**src/rtl/intra16_mode_sched_if.sv**
```systemverilog
// Handshake and datapath bundle for the 16x16 intra mode scheduler.
interface intra16_mode_sched_if #(
    parameter int COST_W = 16
);
    logic              mb_valid;
    logic              mb_ready;
    logic              top_avail;
    logic              left_avail;
    logic              pred_start;
    logic [1:0]        pred_mode;
    logic              pred_done;
    logic [COST_W-1:0] pred_cost;
    logic              result_valid;
    logic [1:0]        best_mode;
    logic [COST_W-1:0] best_cost;
    logic              busy;
    logic              timeout_err;

    modport master (
        output mb_valid,
        output top_avail,
        output left_avail,
        output pred_done,
        output pred_cost,
        input  mb_ready,
        input  pred_start,
        input  pred_mode,
        input  result_valid,
        input  best_mode,
        input  best_cost,
        input  busy,
        input  timeout_err
    );

    modport slave (
        input  mb_valid,
        input  top_avail,
        input  left_avail,
        input  pred_done,
        input  pred_cost,
        output mb_ready,
        output pred_start,
        output pred_mode,
        output result_valid,
        output best_mode,
        output best_cost,
        output busy,
        output timeout_err
    );
endinterface

```
**src/rtl/intra16_mode_sched.sv**
```systemverilog
// 16x16 luma intra mode scheduler: runs legal modes, keeps the cheapest.
// Define INTRA16_PLANE_EN to also evaluate plane prediction (mode 3).
module intra16_mode_sched #(
    parameter int COST_W  = 16,
    parameter int TIMEOUT = 1024
) (
    input  logic                 clk,
    input  logic                 reset,
    intra16_mode_sched_if.slave  bus
);

    localparam int CW = $clog2(TIMEOUT);
    localparam logic [CW-1:0]     CNT_LAST = CW'(TIMEOUT - 1);
    localparam logic [COST_W-1:0] COST_MAX = '1;

`ifdef INTRA16_PLANE_EN
    localparam logic PLANE = 1'b1;
`else
    localparam logic PLANE = 1'b0;
`endif

    typedef enum logic [2:0] {
        IDLE,
        LAUNCH,
        WAIT,
        COMPARE,
        DONE
    } state_t;

    state_t            state;
    state_t            state_n;
    logic [1:0]        mode_q;
    logic [1:0]        mode_n;
    logic [CW-1:0]     cnt;
    logic [CW-1:0]     cnt_n;
    logic [COST_W-1:0] cost_q;
    logic [COST_W-1:0] cost_n;
    logic [1:0]        bmode;
    logic [1:0]        bmode_n;
    logic [COST_W-1:0] bcost;
    logic [COST_W-1:0] bcost_n;
    logic              terr;
    logic              terr_n;
    logic              top_q;
    logic              top_n;
    logic              left_q;
    logic              left_n;

    logic [1:0]        first_mode;
    logic              nxt_valid;
    logic [1:0]        nxt_mode;

    always_ff @(posedge clk) begin
        if (reset) begin
            state  <= IDLE;
            mode_q <= 2'd0;
            cnt    <= '0;
            cost_q <= '0;
            bmode  <= 2'd2;
            bcost  <= '0;
            terr   <= 1'b0;
            top_q  <= 1'b0;
            left_q <= 1'b0;
        end else begin
            state  <= state_n;
            mode_q <= mode_n;
            cnt    <= cnt_n;
            cost_q <= cost_n;
            bmode  <= bmode_n;
            bcost  <= bcost_n;
            terr   <= terr_n;
            top_q  <= top_n;
            left_q <= left_n;
        end
    end

    always_comb begin
        first_mode = 2'd2;
        if (bus.top_avail) begin
            first_mode = 2'd0;
        end else if (bus.left_avail) begin
            first_mode = 2'd1;
        end
    end

    // Successor of the mode just evaluated; illegal modes cost no cycles.
    always_comb begin
        nxt_valid = 1'b0;
        nxt_mode  = 2'd2;
        unique case (mode_q)
            2'd0: begin
                nxt_valid = 1'b1;
                nxt_mode  = left_q ? 2'd1 : 2'd2;
            end
            2'd1: begin
                nxt_valid = 1'b1;
                nxt_mode  = 2'd2;
            end
            2'd2: begin
                nxt_valid = PLANE & top_q & left_q;
                nxt_mode  = 2'd3;
            end
            2'd3: begin
                nxt_valid = 1'b0;
                nxt_mode  = 2'd2;
            end
        endcase
    end

    always_comb begin
        state_n = state;
        mode_n  = mode_q;
        cnt_n   = cnt;
        cost_n  = cost_q;
        bmode_n = bmode;
        bcost_n = bcost;
        terr_n  = terr;
        top_n   = top_q;
        left_n  = left_q;
        unique case (state)
            IDLE: begin
                if (bus.mb_valid) begin
                    top_n   = bus.top_avail;
                    left_n  = bus.left_avail;
                    bcost_n = COST_MAX;
                    bmode_n = first_mode;
                    terr_n  = 1'b0;
                    mode_n  = first_mode;
                    state_n = LAUNCH;
                end
            end
            LAUNCH: begin
                cnt_n   = '0;
                state_n = WAIT;
            end
            WAIT: begin
                if (bus.pred_done) begin
                    cost_n  = bus.pred_cost;
                    state_n = COMPARE;
                end else if (cnt == CNT_LAST) begin
                    cost_n  = COST_MAX;
                    terr_n  = 1'b1;
                    state_n = COMPARE;
                end else begin
                    cnt_n = cnt + 1'b1;
                end
            end
            COMPARE: begin
                if (cost_q < bcost) begin
                    bcost_n = cost_q;
                    bmode_n = mode_q;
                end
                if (nxt_valid) begin
                    mode_n  = nxt_mode;
                    state_n = LAUNCH;
                end else begin
                    state_n = DONE;
                end
            end
            DONE: begin
                state_n = IDLE;
            end
            default: begin
                state_n = IDLE;
            end
        endcase
    end

    assign bus.mb_ready     = (state == IDLE);
    assign bus.busy         = (state != IDLE);
    assign bus.pred_start   = (state == LAUNCH);
    assign bus.result_valid = (state == DONE);
    assign bus.pred_mode    = mode_q;
    assign bus.best_mode    = bmode;
    assign bus.best_cost    = bcost;
    assign bus.timeout_err  = terr;

endmodule
```
**src/flat_wrapper.sv**
```systemverilog
// flat-port wrapper written by rule: the top's interface ports become plain ports
module intra16_mode_sched_flat 
#(
    parameter int COST_W  = 16,
    parameter int TIMEOUT = 1024
)
  (clk, reset, bus_mb_valid, bus_top_avail, bus_left_avail, bus_pred_done, bus_pred_cost, bus_mb_ready, bus_pred_start, bus_pred_mode, bus_result_valid, bus_best_mode, bus_best_cost, bus_busy, bus_timeout_err);
  intra16_mode_sched_if #(.COST_W(COST_W)) bus_i ();
  input  logic clk;
  input  logic reset;
  input wire logic [$bits(bus_i.mb_valid)-1:0] bus_mb_valid;
  input wire logic [$bits(bus_i.top_avail)-1:0] bus_top_avail;
  input wire logic [$bits(bus_i.left_avail)-1:0] bus_left_avail;
  input wire logic [$bits(bus_i.pred_done)-1:0] bus_pred_done;
  input wire logic [$bits(bus_i.pred_cost)-1:0] bus_pred_cost;
  output wire logic [$bits(bus_i.mb_ready)-1:0] bus_mb_ready;
  output wire logic [$bits(bus_i.pred_start)-1:0] bus_pred_start;
  output wire logic [$bits(bus_i.pred_mode)-1:0] bus_pred_mode;
  output wire logic [$bits(bus_i.result_valid)-1:0] bus_result_valid;
  output wire logic [$bits(bus_i.best_mode)-1:0] bus_best_mode;
  output wire logic [$bits(bus_i.best_cost)-1:0] bus_best_cost;
  output wire logic [$bits(bus_i.busy)-1:0] bus_busy;
  output wire logic [$bits(bus_i.timeout_err)-1:0] bus_timeout_err;
  assign bus_i.mb_valid = bus_mb_valid;
  assign bus_i.top_avail = bus_top_avail;
  assign bus_i.left_avail = bus_left_avail;
  assign bus_i.pred_done = bus_pred_done;
  assign bus_i.pred_cost = bus_pred_cost;
  assign bus_mb_ready = bus_i.mb_ready;
  assign bus_pred_start = bus_i.pred_start;
  assign bus_pred_mode = bus_i.pred_mode;
  assign bus_result_valid = bus_i.result_valid;
  assign bus_best_mode = bus_i.best_mode;
  assign bus_best_cost = bus_i.best_cost;
  assign bus_busy = bus_i.busy;
  assign bus_timeout_err = bus_i.timeout_err;
  intra16_mode_sched #(.COST_W(COST_W), .TIMEOUT(TIMEOUT)) u_core (.clk(clk), .reset(reset), .bus(bus_i));
endmodule
```
**config.mk**
```make
export PLATFORM = sky130hd
export DESIGN_NAME = intra16_mode_sched_flat
export DESIGN_NICKNAME = d
export VERILOG_FILES = /design/src/rtl/intra16_mode_sched_if.sv /design/src/rtl/intra16_mode_sched.sv /design/src/flat_wrapper.sv
export SDC_FILE = /design/constraint.sdc
export NUM_CORES = 1
export LEC_CHECK = 0
export BUFFER_PORTS_ARGS = -buffer_cell sky130_fd_sc_hd__buf_2
export CAP_MARGIN = 0
export CORE_ASPECT_RATIO = 0.9
export CORE_MARGIN = 5
export CORE_UTILIZATION = 41
export DETAILED_ROUTE_END_ITERATION = 12
export SYNTH_ARGS = -nofsm -noshare
export SYNTH_HDL_FRONTEND = slang
export SYNTH_SLANG_ARGS = --single-unit
```
**constraint.sdc**
```tcl
create_clock -name clk -period 2.13 [get_ports clk]
set_input_delay 0.213 -clock clk [delete_from_list [all_inputs] [get_ports clk]]
set_output_delay 0.213 -clock clk [all_outputs]
set_load 0.005 [all_outputs]
```
# == After elaboration in Yosys (flattened, before gate mapping) ==
# Index checks and enable logic that the tools add are counted.
# totals
input_bits,22
reg_bits,51
elab_cells,69
out_inout_bits,25
# op_classes
muxes,27
magnitude_cmp,1
addsub,1
reduce_logical,17
n_eq_ne,15
# ops
op,count
16-bit 2-to-1 mux,4
16-bit case mux with 2 select lines,1
10-bit 2-to-1 mux,2
10-bit case mux with 2 select lines,1
16-bit < comparator,1
2-bit 2-to-1 mux,6
3-bit 2-to-1 mux,4
3-bit case mux with 4 select lines,1
"10-bit by 1-bit adder with 10-bit output, second input constant",1
"10-bit equality test, second input constant",1
3-bit AND reduction,3
2-bit case mux with 2 select lines,2
2-bit nonzero test,4
"3-bit by 2-bit equality test with 1-bit output, second input constant",2
"2-bit by 1-bit inequality test with 1-bit output, second input constant",3
"2-bit inequality test, second input constant",3
2-bit case mux with 3 select lines,1
2-bit AND reduction,3
2-bit OR reduction,3
"2-bit equality test, second input constant",2
1-bit case mux with 2 select lines,2
4-bit AND reduction,1
"3-bit by 1-bit equality test with 1-bit output, second input constant",1
"3-bit equality test, second input constant",1
other kinds (6),8

# == Longest topological paths before layout ==
# Gate-level depths: netlist of the first run.
# logic_depth
ltp_word,5
ltp_mapped,9
depth_no_buf,7

# == Worst setup path after synthesis of the first run ==
# Ideal clock, no wire load.
# synth_timing
kind,reg-to-reg
start,"register u_core.bcost[15], in the netlist u_core.bus.best_cost[15]"
end,"register u_core.bcost[10], in the netlist u_core.bus.best_cost[10]"
arrival_ns,2.053
required_time_ns,2.058
path_buffers,2
slack_ns,0.006
path_stages_with_launch,10
setup_time_ns,0.072
synth_period_minus_slack_ns,2.124
cell_sequence,dfxtp_1 > inv_1 > ha_1 > nand4_1 > or3_1 > a221o_1 > a31oi_1 > buf_6 > buf_12 > mux2i_1
# synth_between
elab_chain_cells,3
# synth_lines
element,line,text
"start, declared",intra16_mode_sched.sv:40,logic [COST_W-1:0] bcost;
"start signal, assigned",intra16_mode_sched.sv:70,bcost <= bcost_n;
16-bit < comparator,intra16_mode_sched.sv:149,if (cost_q < bcost) begin
2-bit by 1-bit inequality test with 1-bit output (no source line),n/a,
3-bit AND reduction (no source line),n/a,
# Every way passes these cells.
# A chain may end at the register's enable or synchronous reset.

# == Final worst setup path of the first run ==
# layout_timing
start,register u_core.cost_q[15]
end,"register u_core.bcost[9], in the netlist u_core.bus.best_cost[9]"
# layout_between
elab_chain_cells,3
# layout_lines
element,line,text
"start, declared",intra16_mode_sched.sv:36,logic [COST_W-1:0] cost_q;
"start signal, assigned",intra16_mode_sched.sv:68,cost_q <= cost_n;
16-bit < comparator,intra16_mode_sched.sv:149,
2-bit by 1-bit inequality test with 1-bit output (no source line),n/a,
3-bit AND reduction (no source line),n/a,
# Every way passes these cells.

==> run summary, run 1 <==
In the layout the commonest cells are 47 x nor2_1, 46 x buf_2, 40 x dfxtp_1. Clock share of power: 0.216. Counting the fill cells in the layout gives 629.

The floorplan step set the die height to 86.3 um. The reported leakage power is 0.00152 uW. The number of antenna violations at the first check in global routing was 0; the DRC violation total after the first TritonRoute iteration was 80.

The signal on the critical path passes through ha_4, nand4_1, or3_1, a221o_1, a31oi_4, buf_6, clkbuf_16, mux2i_1. The mean routed wirelength per cell is 13.5 um. For the sequential area share after synthesis, the log shows 0.385. The first global-routing pass estimated 10.2 mm of wire.

The run gives 27 as the cell row count. The run gives 0 as the diode insertion count for antenna repair. The worst hold path belongs to the class primary input to register.

The run gives 0 as the reported max-cap violation count. The logs give 4.23 mm for the final HPWL from detailed placement and 3450 um2 for the final instance area. Across the VDD grid, the largest voltage drop is 454 uV.

The number of enable flip-flop cells after synthesis is 0. Summed over all nets, the switching power comes to 785 uW. Among all stages on the critical path, the largest delay is contributed by dfxtp_1. Clock-pin slew was measured on the worst setup and hold paths at 0.09 ns. The post-synthesis async set-or-reset flop share is 0, and the setup violation total in the final timing report is 18. For the final database, setup skew stands at 0.00368 ns. In this run, distinct cell masters in the synthesized netlist total 45. The ratio of final minimum period to clock period came out at 1.03. The count of input and output buffers was 46. The worst register-to-register path has a setup slack of -0.07 ns. The combinational power share is 0.331, and the antenna violation net count after detailed routing is 0.

Before antenna repair, the detailed router went through 4 iterations. The floorplan step defined a die boundary enclosing 8170 um2. The worst setup path is launched from a register. Entering global routing, the biggest net connects 38 pins. Summed over all layers, the routed wires come to 6.28 mm. The run gives 0 as the total global routing overflow. Arrival time of data at the critical path endpoint: 2.43 ns. The logs give 0 for the final max-slew violation count and 6220 um2 for the area of the placeable core. The flow ran to the end, but the final reports show violations. The worst setup path is captured at a register. The relative slew slack was 0.689; the final-report hold violation count was 0. The number of global-route vias before repair was 2127; the power density over cell area was 735 nW/um2.

At the end of routability-driven placement, the weighted congestion stood at 0.796. Largest delay contributor family on the critical path: simple AND/OR/NAND/NOR gates. When the netlist entered floorplanning its net count stood at 346. Maximum root-to-sink buffer count: 2. Derived from the worst setup path, the maximum achievable clock frequency is 454 MHz. The shortest clock period the worst path allows after layout was 2.20 ns; the net count reported at finish was 415. The tools report the TritonCTS buffer count as 5.

The logs give 2650 um2 for the netlist area before placement and 0.30 ns for the clock latency on the worst-skew pair. The tools report the sequential cell fraction of total power as 0.453. The run gives 0.426 as the starting density of the core. After routing, the total negative slack on setup checks comes to -0.605 ns.

At the pin with the least slew margin, the transition time is 0.465 ns. Along the worst path, the maximum fanout reaches 4. The cell-internal power was 1750 uW; the sequential cell area was 1030 um2. The tree built by TritonCTS fans out to 51 sinks.

The most instantiated flip-flop cell in the synthesis netlist is dfxtp_1. Setup repair after global routing could not meet its margin everywhere. Data on the critical path is required at its endpoint by 2.36 ns. Mean instance size in the synthesized netlist: 8.60 um2.

The synthesized flop and latch total was 51; the area of combinational cells with multiple inputs was 1590 um2. For the instance area after placement, the log shows 3120 um2. The tools report the final worst slack as -0.0722 ns. The longest individual stage delay on the worst path works out to 0.36 ns. The clock tree root buffer cell was clkbuf_8. The H-tree depth was 2; the via density per instance was 4.97. Hold repair after CTS inserted 0 buffers.

After technology mapping, the gate count stands at 308. For the global-route usage over all layers, the log shows 0.157. Counting both buffers and inverters, the worst setup path holds a total of 2. The ratio of cells with drive above 1 in the final layout was 0.328; the switching part of the total was 0.310. The commonest non-fill, non-tap cell in the layout was nor2_1. The x dimension of the die is 94.7 um, and the number of design rule violations left after detail routing is 0.

The tools report the number of I/O pins as 47. The area growth from synthesis to layout is 30.0%. During synthesis, Yosys emitted a total of 0 warnings.

Detailed routing inserted a total of 2312 vias. The setup path with the least slack is of type register to register. The checks that failed: negative setup slack.

TritonCTS built the clock tree.
[cell type report]
type	count	share of cell area
inverters	21	0.0229
flip-flops and latches	51	0.300
clock inverters	1	0.00145
clock buffers	7	0.0221
well taps	87	0.0316
multi-input cells	217	0.462
repair buffers	81	0.160
[layer usage]
| layer | track usage | vias to the layer above | routed length, um |
|---|---|---|---|
| met4 | 0.0433 | 0 | 82 |
| met5 | 0 | - | 0 |
| li1 | - | 1195 | - |
| met2 | 0.239 | 34 | 2760 |
| met3 | 0.0321 | 10 | 236 |
| met1 | 0.224 | 1073 | 3190 |
[per-stage QoR]
stage	hold slack, ns	setup WS (ns)	power [uW]	instances	util
2_1_floorplan	0.349	0.00567	1550	308	-
3_3_place_gp	0.463	-0.0383	1840	451	0.502
3_5_place_dp	0.468	-0.102	1850	451	0.502
4_1_cts	0.158	-0.0414	2450	461	0.524
5_1_grt	0.165	-0.155	2710	465	0.554
6_report	0.159	-0.0722	2530	465	0.554
[cells in the mapped netlist, types with 2 or more instances]
cell type  count  area, um2
nor2_1        47        176
o211ai_1       4       30.0
mux2i_1       20        200
o21ai_0        6       30.0
nand3_1        3       15.0
nor3_1        22        110
or2_2          2       12.5
or3_1          2       12.5
nand2b_1      21        131
dfxtp_1       51       1020
inv_1         21       78.8
buf_1          2       7.51
buf_2          4       20.0
xor2_1         6       52.6
o2111ai_1      3       26.3
clkbuf_1       9       33.8
ha_1          16        200
and3_1         4       25.0
a31oi_1        3       18.8
o21bai_1      17        128
nor3b_1        3       22.5
a21oi_1       10       50.1
nand4_1        4       25.0
nand2_1        7       26.3
[power by group through the flow]
stage | Sequential (uW) | Clock, uW | Combinational [uW]
global placement | 1150 | 0 | 692
floorplan | 1140 | 0 | 413
detailed placement | 1150 | 0 | 701
finish | 1150 | 548 | 838
global route | 1160 | 610 | 935
CTS | 1130 | 572 | 747
[worst register-to-register path, stage by stage (launching register included)]
cell	delay [ns]
dfxtp_1	0.36
ha_4	0.28
nand4_1	0.15
or3_1	0.35
a221o_1	0.30
a31oi_4	0.20
buf_6	0.15
clkbuf_16	0.15
mux2i_1	0.18
[worst paths after layout]
kind	start	end	cells past startpoint
worst min register to register	u_core.left_q$_SDFFE_PP0P_	u_core.left_q$_SDFFE_PP0P_	2
worst min-delay path	bus_pred_cost[8]	u_core.cost_q[8]$_SDFFE_PP0P_	3
worst max-delay path	u_core.cost_q[15]$_SDFFE_PP0P_	u_core.bus.best_cost[9]$_SDFFE_PP0P_	8
worst max register to register	u_core.cost_q[15]$_SDFFE_PP0P_	u_core.bus.best_cost[9]$_SDFFE_PP0P_	8
[what timing repair did]
| item | 4_1_cts | 5_1_grt |
|---|---|---|
| setup endpoints to repair | 18 | 18 |
| resized for setup | 4 | 29 |
| pin swaps | 3 | 11 |
| buffers inserted | 1 | 3 |
| cloned | 1 | 1 |
[cell families (layout without fill, tap and decap cells)]
group                    Yosys count  count (layout)  synth area share
adder cells (fa/ha/maj)           16              16            0.0755
multiplexers                      20              20            0.0755
AO/OA/AOI/OAI                     50              50             0.130
AND/OR/NAND/NOR                  124             124             0.241
buffers and inverters             40             110            0.0694
flip-flops                        51              51             0.385
XOR/XNOR                           7               7            0.0231
[flip-flops by register name (all words and copies together), names as in the netlist]
signal	flops
u_core.bus.best_cost	16
u_core.bus.best_mode	2
u_core.bus.pred_mode	2
u_core.bus.timeout_err	1
u_core.cnt	10
u_core.cost_q	16
u_core.left_q	1
u_core.state	3
(Power assumes the default switching activity.)
==> inputs of run 2 (changes only) <==
BUFFER_PORTS_ARGS = unset   (was -buffer_cell sky130_fd_sc_hd__buf_2)
DONT_BUFFER_PORTS = 1   (was unset)
MAX_ROUTING_LAYER = met4   (was unset)
==> run summary, run 2 (same netlist as run 1, synthesis figures left out) <==
The logs give 2064 (-3.0%) for the number of global-route vias before repair and 0 ns (+0.605 ns) for the setup TNS. Endpoint of the lowest-slack register-to-register path: u_core.bus.best_cost[10]$_SDFFE_PP0P_. The tools report the worst clock skew as 0.00559 ns (+0.00191 ns). The run finished with clean final reports. The cell row count was 27 (unchanged); the TritonCTS buffer count was 5 (unchanged). The run gives 4.14 mm (-2.2%) as the final HPWL from detailed placement. For the setup violation total in the final timing report, the log shows 0 (-18). The worst endpoint required time was 2.36 ns (about the same); the clock latency on the worst-skew pair was 0.30 ns (about the same). The worst hold path begins at bus_left_avail. The ratio of cells with drive above 1 in the final layout was 0.188 (-0.140). Number of cells on the worst hold path: 2 (-1). The mean routed wirelength per cell works out to 14.9 um (+10%).

The transition time at the pin with the least slew margin is 1.00 ns (+0.534 ns). The tools report the terminating pin of the worst hold path as u_core.left_q$_SDFFE_PP0P_. The power density over cell area was 763 nW/um2 (+3.8%). The global-route usage over all layers was 0.160 (+0.00352). The run gives 0 (unchanged) as the total global routing overflow. The final weighted congestion of routability-driven global placement was 0.800 (+0.43%); the path depth of the worst reg2reg path was 8 (unchanged).

The tools report the final hold slack as 0.0296 ns (-0.130 ns). The area of the placeable core was 6220 um2 (unchanged); the end-of-flow core utilization was 0.492 (-0.0626). Arrival time of data at the critical path endpoint: 2.36 ns (-0.07 ns). For the net count reported at finish, the log shows 362 (-13%).

For the number of setup buffers added after CTS, the log shows 0 (-1). The run gives 51 (unchanged) as the clock sink count. The tools report the startpoint of the worst register-to-register path as u_core.bus.best_cost[10]$_SDFFE_PP0P_. For the antenna violation net count after detailed routing, the log shows 0 (unchanged).

The run gives 470 MHz (+3.6%) as the maximum clock rate. The wire length of the first global-routing pass is 10.1 mm (-1.2%), and the number of vias in the routed layout is 2079 (-10%). The via density per instance was 5.05 (+1.5%). The maximum number of pins on one net before global-route repair came out at 41 (+7.9%).

The relative slew slack came out at 0.331 (-0.358). The run gives 403 (-11%) as the post-placement cell count. The floorplan die height came out at 86.3 um (unchanged). The reported max-cap violation count is 0 (unchanged), and the total routed wirelength is 6.13 mm (-2.4%). In this run the clock root is driven by a clkbuf_8.

The final max-slew violation count came out at 0 (unchanged). Setup repair after global routing could not meet its margin everywhere. STA classifies the critical path startpoint as a register. In the layout the commonest cells are 47 x nor2_1, 40 x dfxtp_1, 24 x buf_4. The CTS clock-pin slew for the worst setup and hold paths is 0.09 ns (about the same), and the final-report hold violation count is 0 (unchanged).

The tools report the reported leakage power as 0.00126 uW (-17%). The run gives 0.004 ns (+0.08 ns) as the flop-to-flop setup slack. The starting density of the core was 0.426 (unchanged).

The count of placed standard cells in the final layout, fillers left out is 412 (-11%). The worst setup path is captured at a register. The ratio of final minimum period to clock period came out at 0.998 (-0.0356). The maximum root-to-sink buffer count was 2 (unchanged). The critical-path maximum fanout was 5 (+1). TritonCTS built the clock tree. The worst slack at placement is -0.132 ns (-0.0308 ns).

The tools report the number of design rule violations left after detail routing as 0 (unchanged). The worst voltage drop across the vdd grid is 266 uV (-41%), and the iteration count of the initial detailed-routing pass is 4 (unchanged). The tightest min-delay check is of the primary input to register type. The DRC violation total after the first TritonRoute iteration came out at 75 (-6.3%). The area added between synthesis and finish came out at 15.3%. Number of I/O pins: 47 (unchanged).

The count of input and output buffers works out to 0 (-100%). For the final worst slack, the log shows 0.00368 ns (+0.0759 ns). The x dimension of the die works out to 94.7 um (unchanged).

For the die area, the log shows 8170 um2 (unchanged). The run gives 0 (unchanged) as the number of antenna violations at the first check in global routing. Shortest clock period the worst path allows after layout: 2.13 ns (-0.0759 ns). The library cell used most frequently in the layout, excluding fill and tap cells, is nor2_1. The critical path is of the register to register type. Diode insertion count for antenna repair: 0 (unchanged). For the H-tree depth, the log shows 2 (unchanged).
## run 2: worst max path at each step
stage / start / end / cells after the start
after CTS: u_core.bus.best_cost[15]$_SDFFE_PP0P_ / u_core.bus.best_cost[10]$_SDFFE_PP0P_ / 8
after global placement: u_core.bus.best_cost[15]$_SDFFE_PP0P_ / u_core.bus.best_cost[6]$_SDFFE_PP0P_ / 8
final: u_core.bus.best_cost[10]$_SDFFE_PP0P_ / u_core.bus.best_cost[10]$_SDFFE_PP0P_ / 8
after floorplan: u_core.bus.best_cost[15]$_SDFFE_PP0P_ / u_core.bus.best_cost[10]$_SDFFE_PP0P_ / 9
after detailed placement: u_core.bus.best_cost[14]$_SDFFE_PP0P_ / u_core.bus.best_cost[10]$_SDFFE_PP0P_ / 8
after global routing: u_core.bus.best_cost[10]$_SDFFE_PP0P_ / u_core.bus.best_cost[1]$_SDFFE_PP0P_ / 8
## run 2: what timing repair did
item | in CTS | in global routing
hold buffers | 1 | 0
pin swaps | 9 | 1
endpoints found under the setup margin | 18 | 18
endpoints found under the hold margin | 24 | 0
resized for setup | 21 | 3
## run 2: area by class of cell
class,instances,area (um2)
multi-input combinational,217,1530
inverter,21,78.8
sequential,51,1030
clock inverter,1,5.00
fill,640,3160
tap,87,109
clock buffer,7,76.3
timing repair buffer,28,224
## run 2: report_power, final
part	switching, uW	internal [uW]	leakage [uW]
combinational	318	322	0.000798
sequential	87.3	1060	0.000421
clock	314	231	0.0000422
total	719	1610	0.00126
## run 2: per-layer routing
| metal | up-vias | track usage | part of all wire |
|---|---|---|---|
| li1 | 1087 | - | - |
| met1 | 941 | 0.211 | 0.48 |
| met2 | 44 | 0.243 | 0.45 |
| met3 | 7 | 0.0408 | 0.054 |
| met4 | 0 | 0.0472 | 0.0095 |
| met5 | - | - | 0 |
## run 2: worst max-delay path: stages, from the launching register on
cell and delay (ns):
dfxtp_2 0.35, inv_2 0.05, ha_4 0.26, nand4_1 0.12, or3_1 0.37, a221o_1 0.31, a31oi_4 0.23, buf_6 0.17
mux2i_1 0.19
## run 2: stage by stage
step	instance area, um2	total power, uW
after global routing	3060	2490
final	3060	2330
after CTS	3040	2350
after detailed placement	2860	1750
after global placement	2860	1730
after floorplan	2650	1550
==> inputs of run 3 (changes only) <==
CORE_UTILIZATION = 45   (was 41)
==> run summary, run 3 (same netlist as run 1, synthesis figures left out) <==
The logs give 556 (-13%) for the number of fill cells in the layout and 7 (+7) for the setup violation total in the final timing report. The number of global-route vias before repair was 2022 (-2.0%); the starting density of the core was 0.465 (+0.0392). STA classifies the critical path startpoint as a register.

The logs give 4.00 mm (-3.4%) for the final HPWL from detailed placement and 2390 uW (+2.6%) for the total power after layout. The type of the most critical hold path is primary input to register. The x dimension of the die works out to 90.9 um (-4.1%). The CTS clock-pin slew for the worst setup and hold paths was 0.09 ns (about the same). For the global-route usage over all layers, the log shows 0.171 (+0.0105). The flop-to-flop setup slack is -0.02 ns (-0.02 ns). The diode insertion count for antenna repair is 0 (unchanged), and the count of input and output buffers is 0 (unchanged). The tools report the worst clock skew as 0.00773 ns (+0.00214 ns). For the number of design rule violations left after detail routing, the log shows 0 (unchanged).

The library cell used most frequently in the layout, excluding fill and tap cells, is nor2_1. The clock tree root buffer cell was clkbuf_8. In this run the worst setup path terminates at u_core.bus.best_cost[9]$_SDFFE_PP0P_.

The maximum number of pins on one net before global-route repair was 41 (unchanged). Worst endpoint required time: 2.37 ns (about the same). The tools report the net count reported at finish as 367 (+1.4%). The DRC violation total after the first TritonRoute iteration is 93 (+24%), and the iteration count of the initial detailed-routing pass is 5 (+1). The run gives 0 (unchanged) as the final-report hold violation count.

The shortest clock period the worst path allows after layout was 2.15 ns (+0.0213 ns); the area added between synthesis and finish was 17.7%. The H-tree depth is 2 (unchanged), and the final weighted congestion of routability-driven global placement is 0.768 (-3.9%). The reported max-cap violation count is 0 (unchanged).

Setup repair after global routing could not meet its margin everywhere. The worst voltage drop across the vdd grid is 515 uV (+93%), and the final instance area is 3120 um2 (+2.0%). The total global routing overflow is 0 (unchanged), and the floorplan die height is 82.8 um (-4.0%). Worst slack at placement: -0.0779 ns (+0.0545 ns). The ratio of final minimum period to clock period came out at 1.01 (+0.0100). For the arrival time of data at the critical path endpoint, the log shows 2.38 ns (+0.02 ns). Start point of the critical path: u_core.bus.best_cost[6]$_SDFFE_PP0P_.

The path depth of the worst reg2reg path was 9 (+1). Leaving out fill and tap cells, the most frequent cells in the layout are 47 x nor2_1, 41 x dfxtp_1, 27 x buf_4. The transition time at the pin with the least slew margin is 1.01 ns (+0.00675 ns). For the final worst slack, the log shows -0.0177 ns (-0.0213 ns).

The critical-path maximum fanout was 5 (unchanged); the clock share of power was 0.230 (-0.004). The final reports fail on negative setup slack. The final max-slew violation count was 0 (unchanged); the power spent charging and discharging nets was 740 uW (+2.9%). The run gives 0.31 ns (about the same) as the clock latency on the worst-skew pair. The total routed wirelength came out at 6.14 mm (+0.23%). The ratio of cells with drive above 1 in the final layout works out to 0.212 (+0.0244). The number of antenna violations at the first check in global routing is 0 (unchanged), and the antenna violation net count after detailed routing is 0 (unchanged). The flow ran to the end, but the final reports show violations. The run gives 0.0337 ns (+0.00402 ns) as the final hold slack. The endpoint of the lowest-slack register-to-register path is u_core.bus.best_cost[9]$_SDFFE_PP0P_.

The worst register-to-register path begins at u_core.bus.best_cost[6]$_SDFFE_PP0P_. The setup TNS is -0.0509 ns (-0.0509 ns). The wire length of the first global-routing pass was 10.2 mm (+1.5%).

TritonCTS built the clock tree. The number of I/O pins was 47 (unchanged). For the cell row count, the log shows 26 (-3.7%). The type of element capturing the critical path is a register.

The mean routed wirelength per cell is 15.4 um (+3.2%). The run gives 5 (unchanged) as the TritonCTS buffer count. The worst setup path is of the register to register kind. The via density per instance is 5.37 (+6.5%), and the number of vias in the routed layout is 2149 (+3.4%). The logs give 2 (unchanged) for the maximum root-to-sink buffer count and 2840 um2 (-0.74%) for the instance area after placement. The area of the placeable core is 5690 um2 (-8.4%).

The reported leakage power is 0.00129 uW (+2.7%), and the maximum clock rate is 466 MHz (-0.99%). The logs give 51 (unchanged) for the clock sink count and 0.292 (+0.018) for the combinational power share. The die area was 7530 um2 (-7.9%). For the sequential cell fraction of total power, the log shows 0.479 (-0.013). Cell-internal power: 1650 uW (+2.4%). The relative slew slack is 0.327 (-0.00451), and the switching part of the total is 0.309 (+0.000956).

The power density over cell area is 767 nW/um2 (+0.53%).
## run 3: power by group through the flow
| stage | Combinational (uW) | Sequential (uW) | Clock, uW |
|---|---|---|---|
| after floorplan | 413 | 1140 | 0 |
| after CTS | 679 | 1140 | 563 |
| after detailed placement | 580 | 1150 | 0 |
| final | 697 | 1140 | 550 |
| after global routing | 776 | 1160 | 622 |
| after global placement | 572 | 1150 | 0 |
## run 3: layout make-up
type,instances,area (um2),area share
Timing Repair Buffer,33,289,0.0927
Sequential cell,51,1030,0.331
Clock buffer,7,76.3,0.0245
Tap cell,70,87.6,0.0281
Multi-Input combinational cell,217,1550,0.497
Clock inverter,1,5.00,0.00160
Inverter,21,78.8,0.0253
## run 3: critical path, cell delays in order (launching register included)
cell and delay, ns:
dfxtp_2 0.34, inv_1 0.06, ha_4 0.27, nand4_1 0.08
or3_1 0.39, a221o_1 0.31, a31oi_4 0.18, buf_6 0.13
buf_6 0.13, mux2i_1 0.19
## run 3: timing repair
item                       4_1_cts  5_1_grt
pin swaps                       10        2
buffers inserted                 2        1
gates cloned                     2        0
hold buffers                     1        0
hold endpoints to repair        24        0
resized for setup               25        7
setup endpoints to repair       18       18
## run 3: worst min-delay path by stage
| stage | from | endpoint | cells past startpoint |
|---|---|---|---|
| floorplan | bus_left_avail | u_core.left_q$_SDFFE_PP0P_ | 2 |
| global placement | reset | u_core.left_q$_SDFFE_PP0P_ | 1 |
| detailed placement | reset | u_core.left_q$_SDFFE_PP0P_ | 1 |
| CTS | bus_left_avail | u_core.left_q$_SDFFE_PP0P_ | 2 |
| global route | bus_left_avail | u_core.left_q$_SDFFE_PP0P_ | 2 |
| finish | bus_left_avail | u_core.left_q$_SDFFE_PP0P_ | 2 |
## run 3: layer usage
metal / vias up / GRT usage / share of wire
met4: 0 / 0.0360 / 0.0088
met5: - / - / 0
met3: 5 / 0.0515 / 0.054
li1: 1104 / - / -
met2: 36 / 0.260 / 0.47
met1: 1004 / 0.225 / 0.47
## run 3: stage by stage
step / std cells / utilization
finish: 400 / 0.548
global route: 400 / 0.548
CTS: 399 / 0.543
detailed placement: 386 / 0.499
global placement: 386 / 0.499
floorplan: 308 / -
